==> config.mk <==
export PLATFORM = sky130hd
export DESIGN_NAME = countdown_timer_ctrl
export DESIGN_NICKNAME = d
export VERILOG_FILES = /design/src/rtl/countdown_timer_ctrl.sv
export SDC_FILE = /design/constraint.sdc
export NUM_CORES = 1
export LEC_CHECK = 0
export CORE_ASPECT_RATIO = 0.9
export CORE_MARGIN = 4
export CORE_UTILIZATION = 29
export DETAILED_ROUTE_END_ITERATION = 12
export PLACE_DENSITY = 0.5
export SYNTH_ARGS = -nofsm -noshare
export SYNTH_HDL_FRONTEND = slang
export SYNTH_SLANG_ARGS = --single-unit
==> constraint.sdc <==
create_clock -name clk -period 2.4 [get_ports clk]
set_input_delay 0.72 -clock clk [delete_from_list [all_inputs] [get_ports clk]]
set_output_delay 0.72 -clock clk [all_outputs]
set_load 0.005 [all_outputs]
==> src/rtl/countdown_timer_ctrl.sv <==
// Programmable countdown timer: prescaled down-counter with load/start, pause,
// abort, optional auto-reload and a one-cycle completion pulse on done.
module countdown_timer_ctrl #(
    parameter int WIDTH       = 4,
    parameter int PRESCALE    = 4,
    parameter bit AUTO_RELOAD = 1'b0
) (
    input  logic             clk,
    input  logic             rst,
    input  logic             start,
    input  logic [WIDTH-1:0] load_val,
    input  logic             pause,
    input  logic             abort,
    output logic [WIDTH-1:0] count,
    output logic             tick,
    output logic             busy,
    output logic             done
);

    localparam int PW = (PRESCALE > 1) ? $clog2(PRESCALE) : 1;
    localparam logic [PW-1:0] PRESC_MAX = PW'(PRESCALE - 1);

    typedef enum logic [1:0] {
        IDLE   = 2'd0,
        RUN    = 2'd1,
        PAUSED = 2'd2,
        DONE   = 2'd3
    } state_t;

    state_t           state_q, state_d;
    logic [WIDTH-1:0] count_q, count_d;
    logic [WIDTH-1:0] reload_q, reload_d;
    logic [PW-1:0]    presc_q, presc_d;
    logic             busy_q, busy_d;
    logic             done_q, done_d;

    // tick depends on the live pause/abort inputs so it never claims a
    // decrement that a same-cycle pause or abort will suppress.
    assign tick = (state_q == RUN) && (presc_q == PRESC_MAX) && !pause && !abort;

    always_comb begin
        state_d  = state_q;
        count_d  = count_q;
        reload_d = reload_q;
        presc_d  = presc_q;
        unique case (state_q)
            IDLE: begin
                if (start) begin
                    count_d  = load_val;
                    reload_d = load_val;
                    presc_d  = '0;
                    state_d  = (load_val != '0) ? RUN : DONE;
                end
            end
            RUN: begin
                if (abort) begin
                    count_d = '0;
                    presc_d = '0;
                    state_d = IDLE;
                end else if (pause) begin
                    state_d = PAUSED;
                end else if (tick) begin
                    presc_d = '0;
                    // Treat 0 like 1 so a corrupted count can never wrap to all-ones.
                    if (count_q <= WIDTH'(1)) begin
                        count_d = '0;
                        state_d = DONE;
                    end else begin
                        count_d = count_q - WIDTH'(1);
                    end
                end else begin
                    presc_d = presc_q + PW'(1);
                end
            end
            PAUSED: begin
                if (abort) begin
                    count_d = '0;
                    presc_d = '0;
                    state_d = IDLE;
                end else if (!pause) begin
                    state_d = RUN;
                end
            end
            DONE: begin
                if (!abort && AUTO_RELOAD && (reload_q != '0)) begin
                    count_d = reload_q;
                    presc_d = '0;
                    state_d = RUN;
                end else begin
                    state_d = IDLE;
                end
            end
            default: state_d = IDLE;
        endcase
        busy_d = (state_d == RUN) || (state_d == PAUSED);
        done_d = (state_d == DONE);
    end

    always_ff @(posedge clk) begin
        if (rst) begin
            state_q  <= IDLE;
            count_q  <= '0;
            reload_q <= '0;
            presc_q  <= '0;
            busy_q   <= 1'b0;
            done_q   <= 1'b0;
        end else begin
            state_q  <= state_d;
            count_q  <= count_d;
            reload_q <= reload_d;
            presc_q  <= presc_d;
            busy_q   <= busy_d;
            done_q   <= done_d;
        end
    end

    assign count = count_q;
    assign busy  = busy_q;
    assign done  = done_q;

endmodule

==> impl_metrics.py, run 1 <==
metrics = {
    "placed_design": {
        "port_buffers": 15,
        "gp_congestion": 0.738,
        "dpl.cell_count": 125,
        "detailed_place_hpwl_um": 1270,
    },
    "floorplanning": {
        "io_pins": 16,
        "die_width_um": 60.0,
        "core.rowCount": 16,
        "die_area_mm2": 0.00329,
        "core_area_mm2": 0.00224,
        "start_util_pct": 31.5,
        "die_h_um": 54.8,
    },
    "setup_path": {
        "slowest_stage": "and4bb_1",
        "path_cells": "dlygate4sd2_1 > and4bb_1 > dlygate4sd2_1",
        "required_ps": 1680,
        "start_kind": "input pin",
        "arrival_ps": 1450,
        "path_delay_family": "buffers and inverters",
        "cp.depth": 3,
        "cp_max_fo": 2,
        "max_stage_delay_ps": 250,
        "crit_type": "in -> out",
        "reg2reg_depth": 10,
        "cp-end-kind": "output port",
        "crit_path_frequent_cell": "dlygate4sd2_1",
        "path_buf_inv": 2,
    },
    "drt": {
        "wl_um": 1730,
        "drtPass1Iterations": 4,
        "via_per_inst": 5.11,
        "drcViolationCount": 0,
        "ant_nets": 0,
        "dr_total_vias": 669,
        "drt_iter0_markers": 5,
        "routedWlPerCell_um": 13.2,
    },
    "layout": {
        "drive_gt1_share_pct": 17.3,
        "fin_util_pct": 44.9,
        "nNetsFinal": 121,
        "layout_commonest_cell": "clkdlybuf4s50_1",
        "diodes": 0,
        "syn2layout_area_growth_pct": 42.3,
        "fin_cells": 131,
        "final_cell_mix": "clkdlybuf4s50_1 (12), dfxtp_1 (10), inv_1 (7), ha_1 (7), buf_4 (7)",
    },
    "timing": {
        "hold_viol": 0,
        "worstMarginPinSlew_ps": 459,
        "slew_headroom_pct": 69.3,
        "fmax_mhz": 460,
        "setup_viol": 0,
        "rsz0062_at_grt": "false",
        "fin_skew_ps": 5.39,
        "timing.final.crit_period_ps": 2170,
        "finalCritPeriodShare_pct": 90.5,
        "finalMaxSlewViolations": 0,
    },
    "synth": {
        "synth_top_area_share_pct": 28.3,
        "synthMuxAreaShare_pct": 2.83,
        "yosys_most_used_dff": "dfxtp_1",
        "synth_edf_count": 0,
        "yosys.area_share.simple_pct": 20.7,
        "yosysSeqAreaShare_pct": 28.3,
        "synth_area_leaders": "dfxtp_1 (28%), ha_1 (12%), a21oi_1 (5.0%)",
        "yosysWarnings": 0,
        "synth_top_family_by_area": "compound AO/OA/AOI/OAI gates",
        "synth_area_um2": 707,
        "ys_seq_elements": 10,
        "synth_compound_area_share_pct": 31.5,
        "synth_fp_nets": 95,
        "synthArstFlopShare_pct": 0,
        "syn_inst": 79,
        "yosys.area_share.xor_xnor_pct": 0,
        "synth_cell_types": 35,
        "yosys.area.top_type": "dfxtp_1",
        "synth_area_per_cell_um2": 8.95,
        "synth_fa_ha_area_share_pct": 12.4,
    },
    "pwr": {
        "ir_worst_vdd_uv": 469,
        "pwr_density_cell_mw_per_mm2": 1140,
        "p_leak_uw": 0.000423,
    },
    "cts": {
        "clock_path_buffers": 2,
        "cts_buffers": 3,
        "cts_tree": "done",
        "cts.sinks": 10,
        "cts_hold_buf": 0,
        "clock_latency_ps": 270,
        "clock-root-buffer": "clkbuf_4",
        "path_clk_slew_ps": 70,
        "htree_levels": 1,
    },
    "grt": {
        "grt_pass1_wl_um": 2940,
        "first_global_vias": 694,
        "grt_max_degree": 13,
        "grt_usage_pct": 12.2,
        "overflow": 0,
        "antenna_found_initial": 0,
    },
    "min_path": {
        "worst_hold_path.num_cells": 2,
        "hold_path_class": "reg -> reg",
    },
    "outcome": {
        "status": "finished, final reports clean",
    },
    "flow_run": {
        "maxCapViolCount": 0,
    },
}
[logic make-up after synthesis]
| logic type | Yosys count |
|---|---|
| AOI/OAI and AO/OA | 28 |
| DFF | 10 |
| buffers and inverters | 8 |
| muxes | 2 |
| and+or+nand+nor | 24 |
| adders and majority gates | 7 |
[synthesized netlist by cell type, drive strengths merged, types with 2 or more instances]
cell and instances:
o21ai 2, nand2 5, o211a 2, ha 7, mux2i 2, a2bb2oi 4
nor2b 5, nor2 2, inv 7, nor3 2, a21oi 7, a311oi 2
nand2b 2, a211oi 2, dfxtp 10, o2bb2ai 2
[path summary, 6_finish.rpt]
path                            from                      end  slack (ps)
max                            abort                     tick         230
min          presc_q[1]$_SDFFE_PP0P_  presc_q[1]$_SDFFE_PP0P_         460
max reg2reg    state_q[1]$_SDFF_PP0_          busy$_SDFF_PP0_         330
min reg2reg  presc_q[1]$_SDFFE_PP0P_  presc_q[1]$_SDFFE_PP0P_         460
[layout make-up]
cell class	instances	area, µm²
Fill cell	233	1240
Multi-Input combinational cell	61	507
Timing Repair Buffer	22	203
Sequential cell	10	200
Clock buffer	4	36.3
Tap cell	27	33.8
Inverter	7	26.3
[metrics by stage]
step | cell area (µm²) | setup TNS (ps) | hold slack, ps | setup WS [ps] | total power [µW]
floorplan | 707 | 0 | 436 | 477 | 710
global placement | 925 | -547 | 443 | -240 | 920
detailed placement | 925 | -608 | 457 | -263 | 918
CTS | 970 | 0 | 467 | 31.9 | 1090
global route | 1010 | 0 | 490 | 188 | 1260
finish | 1010 | 0 | 463 | 228 | 1150
[worst reg2reg max path, delay by kind of cell (launching register included)]
family          cells  cell delay (ps)
fa+ha+maj           2              490
compound gates      3              420
flops               1              350
buf+inv             3              350
simple gates        2              340
[sequential cells by signal (all words and copies together) (netlist names)]
name / cells
state_q: 2
presc_q: 2
done: 1
busy: 1
count: 4
[power breakdown]
group | switching (µW) | internal [µW] | total, µW
clock network | 63.8 | 92.2 | 156
registers | 46.4 | 221 | 267
logic | 357 | 371 | 728
[layer usage]
layer	vias up	global-route usage, %	wire, µm
li1	347	-	-
met1	304	14.5	818
met2	14	20.1	784
met3	4	3.30	93
met4	0	6.64	29
met5	-	0	0
[repair_timing]
item,in CTS,in global routing
setup endpoints to repair,1,1
hold endpoints to repair,0,0
setup buffers,1,1
pin swaps,1,3
resized for setup,3,5
Power figures use the tool's default switching activity.
==> run 2: changes to the inputs <==
--- a/config.mk
+++ b/config.mk
@@ -13,3 +13,4 @@
 export SYNTH_ARGS = -nofsm -noshare
 export SYNTH_HDL_FRONTEND = slang
 export SYNTH_SLANG_ARGS = --single-unit
+export TNS_END_PERCENT = 5
==> results of run 2 <==
No change in the layout: final DEF, timing and power equal those of run 1.
